===== src/rtl/fifo_ptr_ctrl_if.sv =====
// Control/status bundle between a FIFO user and fifo_ptr_ctrl.
// The master side issues write/read/flush requests, and the slave side reports pointers and flags.
interface fifo_ptr_ctrl_if #(
  parameter int AWIDTH = 6
);
  logic              flush;
  logic              wr_en;
  logic              rd_en;
  logic [AWIDTH-1:0] wr_ptr;
  logic [AWIDTH-1:0] rd_ptr;
  logic [AWIDTH-1:0] count;
  logic              full;
  logic              empty;
  logic              almost_full;
  logic              almost_empty;
  logic              wr_ack;
  logic              overflow;
  logic              underflow;

  modport master (
    output flush, wr_en, rd_en,
    input  wr_ptr, rd_ptr, count, full, empty, almost_full, almost_empty,
           wr_ack, overflow, underflow
  );

  modport slave (
    input  flush, wr_en, rd_en,
    output wr_ptr, rd_ptr, count, full, empty, almost_full, almost_empty,
           wr_ack, overflow, underflow
  );
endinterface


===== src/rtl/fifo_ptr_ctrl.sv =====
// Pointer and flag sequencer for a 2**AWIDTH-entry write-every-cycle memory used as a FIFO.
// Every output is registered, and the flags are derived from the next-state count.
module fifo_ptr_ctrl #(
  parameter int AWIDTH    = 6,
  parameter int AFULL_TH  = 56,
  parameter int AEMPTY_TH = 4
) (
  input  logic            clock,
  input  logic            reset,
  fifo_ptr_ctrl_if.slave  bus
);

  localparam logic [AWIDTH-1:0] CAP       = '1;
  localparam logic [AWIDTH-1:0] ONE       = {{(AWIDTH-1){1'b0}}, 1'b1};
  localparam logic [AWIDTH-1:0] AFULL_C   = AWIDTH'(AFULL_TH);
  localparam logic [AWIDTH-1:0] AEMPTY_C  = AWIDTH'(AEMPTY_TH);

  logic [AWIDTH-1:0] wr_ptr_q, rd_ptr_q, count_q, count_d;
  logic              full_q, empty_q, afull_q, aempty_q;
  logic              wr_ack_q, overflow_q, underflow_q;
  logic              wr_acc, rd_acc;

  // Acceptance looks only at the registered flags. A full FIFO therefore refuses a write
  // even when a read in the same cycle would make room for it.
  assign wr_acc = bus.wr_en & ~full_q;
  assign rd_acc = bus.rd_en & ~empty_q;

  // NOTE: every signal written in always_comb gets a default first, so no latch is inferred.
  always_comb begin
    count_d = count_q;
    unique case ({wr_acc, rd_acc})
      2'b10:   count_d = count_q + ONE;
      2'b01:   count_d = count_q - ONE;
      default: ;
    endcase
  end

  // NOTE: state registers use non-blocking assignments, so every flop samples pre-edge values.
  always_ff @(posedge clock) begin
    if (!reset || bus.flush) begin
      wr_ptr_q    <= '0;
      rd_ptr_q    <= '0;
      count_q     <= '0;
      full_q      <= 1'b0;
      empty_q     <= 1'b1;
      afull_q     <= 1'b0;
      aempty_q    <= 1'b1;
      wr_ack_q    <= 1'b0;
      overflow_q  <= 1'b0;
      underflow_q <= 1'b0;
    end else begin
      if (wr_acc) wr_ptr_q <= wr_ptr_q + ONE;
      if (rd_acc) rd_ptr_q <= rd_ptr_q + ONE;
      count_q     <= count_d;
      full_q      <= (count_d == CAP);
      empty_q     <= (count_d == '0);
      afull_q     <= (count_d >= AFULL_C);
      aempty_q    <= (count_d <= AEMPTY_C);
      wr_ack_q    <= wr_acc;
      overflow_q  <= overflow_q  | (bus.wr_en & full_q);
      underflow_q <= underflow_q | (bus.rd_en & empty_q);
    end
  end

  assign bus.wr_ptr       = wr_ptr_q;
  assign bus.rd_ptr       = rd_ptr_q;
  assign bus.count        = count_q;
  assign bus.full         = full_q;
  assign bus.empty        = empty_q;
  assign bus.almost_full  = afull_q;
  assign bus.almost_empty = aempty_q;
  assign bus.wr_ack       = wr_ack_q;
  assign bus.overflow     = overflow_q;
  assign bus.underflow    = underflow_q;

endmodule


===== src/flat_wrapper.sv =====
// flat-port wrapper written by rule: the top's interface ports become plain ports
module fifo_ptr_ctrl_flat 
#(
  parameter int AWIDTH    = 6,
  parameter int AFULL_TH  = 56,
  parameter int AEMPTY_TH = 4
)
  (clock, reset, bus_flush, bus_wr_en, bus_rd_en, bus_wr_ptr, bus_rd_ptr, bus_count, bus_full, bus_empty, bus_almost_full, bus_almost_empty, bus_wr_ack, bus_overflow, bus_underflow);
  fifo_ptr_ctrl_if #(.AWIDTH(AWIDTH)) bus_i ();
  input  logic clock;
  input  logic reset;
  input wire logic [$bits(bus_i.flush)-1:0] bus_flush;
  input wire logic [$bits(bus_i.wr_en)-1:0] bus_wr_en;
  input wire logic [$bits(bus_i.rd_en)-1:0] bus_rd_en;
  output wire logic [$bits(bus_i.wr_ptr)-1:0] bus_wr_ptr;
  output wire logic [$bits(bus_i.rd_ptr)-1:0] bus_rd_ptr;
  output wire logic [$bits(bus_i.count)-1:0] bus_count;
  output wire logic [$bits(bus_i.full)-1:0] bus_full;
  output wire logic [$bits(bus_i.empty)-1:0] bus_empty;
  output wire logic [$bits(bus_i.almost_full)-1:0] bus_almost_full;
  output wire logic [$bits(bus_i.almost_empty)-1:0] bus_almost_empty;
  output wire logic [$bits(bus_i.wr_ack)-1:0] bus_wr_ack;
  output wire logic [$bits(bus_i.overflow)-1:0] bus_overflow;
  output wire logic [$bits(bus_i.underflow)-1:0] bus_underflow;
  assign bus_i.flush = bus_flush;
  assign bus_i.wr_en = bus_wr_en;
  assign bus_i.rd_en = bus_rd_en;
  assign bus_wr_ptr = bus_i.wr_ptr;
  assign bus_rd_ptr = bus_i.rd_ptr;
  assign bus_count = bus_i.count;
  assign bus_full = bus_i.full;
  assign bus_empty = bus_i.empty;
  assign bus_almost_full = bus_i.almost_full;
  assign bus_almost_empty = bus_i.almost_empty;
  assign bus_wr_ack = bus_i.wr_ack;
  assign bus_overflow = bus_i.overflow;
  assign bus_underflow = bus_i.underflow;
  fifo_ptr_ctrl #(.AWIDTH(AWIDTH), .AFULL_TH(AFULL_TH), .AEMPTY_TH(AEMPTY_TH)) u_core (.clock(clock), .reset(reset), .bus(bus_i));
endmodule

===== config.mk =====
export PLATFORM = sky130hd
export DESIGN_NAME = fifo_ptr_ctrl_flat
export DESIGN_NICKNAME = d
export VERILOG_FILES = /design/src/rtl/fifo_ptr_ctrl_if.sv /design/src/rtl/fifo_ptr_ctrl.sv /design/src/flat_wrapper.sv
export SDC_FILE = /design/constraint.sdc
export NUM_CORES = 1
export LEC_CHECK = 0
export CAP_MARGIN = 5
export CORE_AREA = 2 2 55 57
export CTS_CLUSTER_SIZE = 10
export DETAILED_ROUTE_END_ITERATION = 10
export DIE_AREA = 0 0 57 59
export GPL_TIMING_DRIVEN = 0
export PLACE_DENSITY = 0.74
export SLEW_MARGIN = 20
export SYNTH_ARGS = -nofsm -noshare
export SYNTH_HDL_FRONTEND = slang
export SYNTH_SLANG_ARGS = --single-unit

===== constraint.sdc =====
create_clock -name clock -period 2.6 [get_ports clock]
set_clock_uncertainty 0.05 [all_clocks]
set_input_delay 0.26 -clock clock [delete_from_list [all_inputs] [get_ports clock]]
set_output_delay 0.26 -clock clock [all_outputs]
set_load 0.02 [all_outputs]

==> PnR_summary.wiki <==
{| class="wikitable"
! Metric !! Value
|-
| Status || complete, no violations
|-
| Library cell used as clock root buffer || clkbuf_4
|-
| Count of mapped cells out of synthesis || 149
|-
| Final worst path period need || 2.52 ns
|-
| Synth unique cells || 44
|-
| Kind of start point of the critical path || flip-flop
|-
| Length in cells of the worst reg-to-reg path || 12
|-
| Highest fanout seen on the critical path || 10
|-
| Setup-violating endpoint count in the final report || 0
|-
| Floorplan core area || between 0.002 and 0.003 mm²
|-
| Die W || approximately 57 µm
|-
| Final global-route overflow total || 0
|-
| Arrival @ worst endpoint || 2.69 ns
|-
| Mean area per synthesized cell || about 9 µm²
|-
| Hold buffer count at cts || 0
|-
| Number of antenna violations at the first check in global routing || 0
|-
| Type of the setup path with the least slack || flip-flop to flip-flop
|-
| Slew Viols, Final || 0
|-
| Power density over the cells || between 300 and 400 mW/mm²
|-
| Total wire length after detailed routing || between 2000 and 3000 µm
|-
| Async SR Flop Fraction || 0%
|-
| Initial Utilization || approximately 49%
|-
| Min-Delay Path Depth || 3
|-
| Clock transition at path regs || roughly 0.14 ns
|-
| Port bufs || 29
|-
| Via count of the first global-routing pass || between 1000 and 1500
|-
| Final hold violation count || 0
|-
| Number of search-and-repair iterations in the first detailed-routing pass || 4
|-
| Std-Cell Rows || 19
|-
| Portion of the post-synthesis area used by sequential elements || around two fifths
|-
| Ant. Diodes || 0
|-
| Number of buffers added by the clock tree synthesis step || 3
|-
| Highest attainable clock frequency || about 400 MHz
|-
| Yosys reg bits || 25
|-
| Hold Crit Class || input pin to flip-flop
|-
| Finished Core Util || between 60 and 70%
|-
| 1st-iter DRT viols || between 40 and 50
|-
| Area of the multi-input gates || between 700 and 800 µm²
|-
| Final-stage net count || ~200
|-
| Pin count of the biggest net entering global routing || 15
|-
| Kind of capture point of the worst setup path || flip-flop
|-
| Via count of the routed design || ~1200
|-
| Maximum Capacitance Violations || 0
|-
| Post-detailed-route DRC marker count || 0
|-
| Slew at the pin closest to its max-slew limit || around 0.48 ns
|-
| Number of buffers between clock root and the deepest sink || 2
|-
| Post-synth net total || about 160
|-
| Die span in y || 59 µm
|-
| Number of vias per cell after detailed routing || ~5.5
|-
| Number of H-tree levels || 1
|-
| HPWL after detailed placement || between 2000 and 2500 µm
|-
| Gp weighted congestion || 0.861
|-
| Placement-stage cell area || roughly 0.0016 mm²
|-
| I/O pin count || 30
|-
| Mapped Area || ~0.0013 mm²
|-
| Area grow syn2layout || 30.7%
|-
| Share of the clock period used by the worst path after layout || 97.0%
|-
| DRT antenna net count || 0
|-
| Largest voltage drop on the vdd net || around 0.34 mV
|-
| Fraction of layout cells with a size suffix above 1 || approximately 15%
|-
| TritonCTS clock tree || built
|-
| Total Routing Usage GR || 18.6%
|-
| Endpoint required time on the critical path || 2.77 ns
|-
| Syn. warnings || 0
|-
| Most used DFF post-synth || dfxtp_1
|-
| Power, Total || around 670 µW
|-
| Setup TNS after final layout || 0 ns
|-
| Leakage power figure || roughly 0.68 nW
|-
| Number of clock sinks seen by CTS || 25
|-
| FF/Latch Area || approximately 500 µm²
|-
| Wire length of the first global-routing pass || 4840 µm
|-
| Finished layout cell area || 0.00172 mm²
|-
| Routed WL per cell || 13.7 µm
|-
| Worst max-slew margin expressed relative to the limit || roughly two thirds
|-
| Number of fillers in the final layout || around 240
|-
| Latest clock arrival within the worst-skew pair || ~0.32 ns
|-
| Fin Hold WS || between 0.15 and 0.2 ns
|-
| Area of the die || 0.00336 mm²
|-
| EDFF count, synth || 0
|}
==> worst max-delay path: stages, from the launching register on <==
cell,delay (ns)
dfxtp_2,0.35
nand2b_4,0.16
clkinv_2,0.06
buf_6,0.13
nand2_2,0.08
xnor2_1,0.15
ha_2,0.24
nor4_1,0.07
a221oi_1,0.39
nand2_1,0.12
and4b_2,0.24
a211oi_2,0.26
o31ai_1,0.12
==> cell usage in the layout (no fill, tap or decap), types with 2 or more instances in the layout <==
cell	count
xor2_1	6
dlymetal6s2s_1	2
clkinv_2	2
clkdlybuf4s50_1	27
nand4_1	5
o31ai_1	2
buf_6	4
nand2_1	14
a21oi_1	12
clkbuf_4	3
a221oi_1	2
dfxtp_1	24
ha_1	3
o21ai_0	3
xnor2_1	9
nor2_1	22
or3_1	3
nand3_1	3
clkbuf_8	2
clkbuf_1	2
nand2b_1	3
buf_4	3
==> kinds of logic (layout without fill, tap and decap cells) <==
kind of cell    Yosys count  in the layout  share of synthesized area (%)
mux                       1              1                          0.761
fa+ha+maj                 4              4                           3.81
buf+inv                  12             48                           7.71
flops                    25             25                           38.1
xor+xnor                 16             16                           11.2
simple gates             64             64                           25.7
compound gates           27             27                           12.8
==> synthesized netlist by cell type, drive strengths merged (2+ instances only) <==
master	instances	share of area, %
nand3	3	1.1
a21oi	13	5.2
dfxtp	25	38
clkbuf	4	2.7
a221oi	2	1.3
o21ai	3	1.1
xnor2	9	6.0
nor3b	2	1.5
inv	3	1.2
buf	4	3.4
nand2	15	4.3
nand2b	4	2.5
ha	4	3.8
xor2	7	5.2
o31ai	2	1.1
nor2	22	6.3
nand4	5	2.4
or3	3	1.4
==> metal layers <==
layer	routed length, µm	GRT usage, %
met1	1280	23.2
met2	1520	32.5
met3	144	2.18
met4	23	7.97
met5	0	0
==> through the flow <==
stage,setup WS [ns],instances
finish,0.0786,216
global route,-0.0548,216
CTS,0.0793,213
detailed placement,-0.368,209
global placement,-0.290,209
floorplan,0.190,149
==> worst paths after layout <==
check / slack, ns / from / to
worst max-delay path: 0.08 / u_core.bus.empty / u_core.bus.almost_empty
worst min-delay path: 0.18 / bus_wr_en / u_core.bus.overflow
worst max register to register: 0.08 / u_core.bus.empty / u_core.bus.almost_empty
worst min register to register: 0.45 / u_core.bus.rd_ptr[5] / u_core.bus.rd_ptr[5]
==> repair_timing <==
action                                 in CTS  in global routing
setup endpoints to repair                   1                  4
resized for setup                           1                  8
endpoints found under the hold margin       0                  0
pin swaps                                   0                  6
buffers inserted                            0                  3
==> state kept, by name (all words and copies together) (netlist names) <==
register                 cells
u_core.bus.almost_empty      1
u_core.bus.full              1
u_core.bus.rd_ptr            6
u_core.bus.overflow          1
u_core.bus.wr_ack            1
u_core.bus.count             6
u_core.bus.empty             1
u_core.bus.almost_full       1
u_core.bus.wr_ptr            6
u_core.bus.underflow         1
==> power by group <==
| group | internal (mW) | switching (mW) |
|---|---|---|
| clock | 0.0575 | 0.112 |
| combinational | 0.0513 | 0.0546 |
| sequential | 0.390 | 0.00684 |
| total | 0.499 | 0.174 |
==> area by class of cell <==
type / count / share of cell area, %
well taps: 31 / 2.26
repair buffers: 32 / 18.5
multi-input cells: 112 / 42.6
plain buffers: 8 / 4.66
inverters: 4 / 1.24
clock buffers: 3 / 1.31
clock inverters: 1 / 0.291
flip-flops and latches: 25 / 29.2
Note: power is estimated with default switching activity, not from simulation.
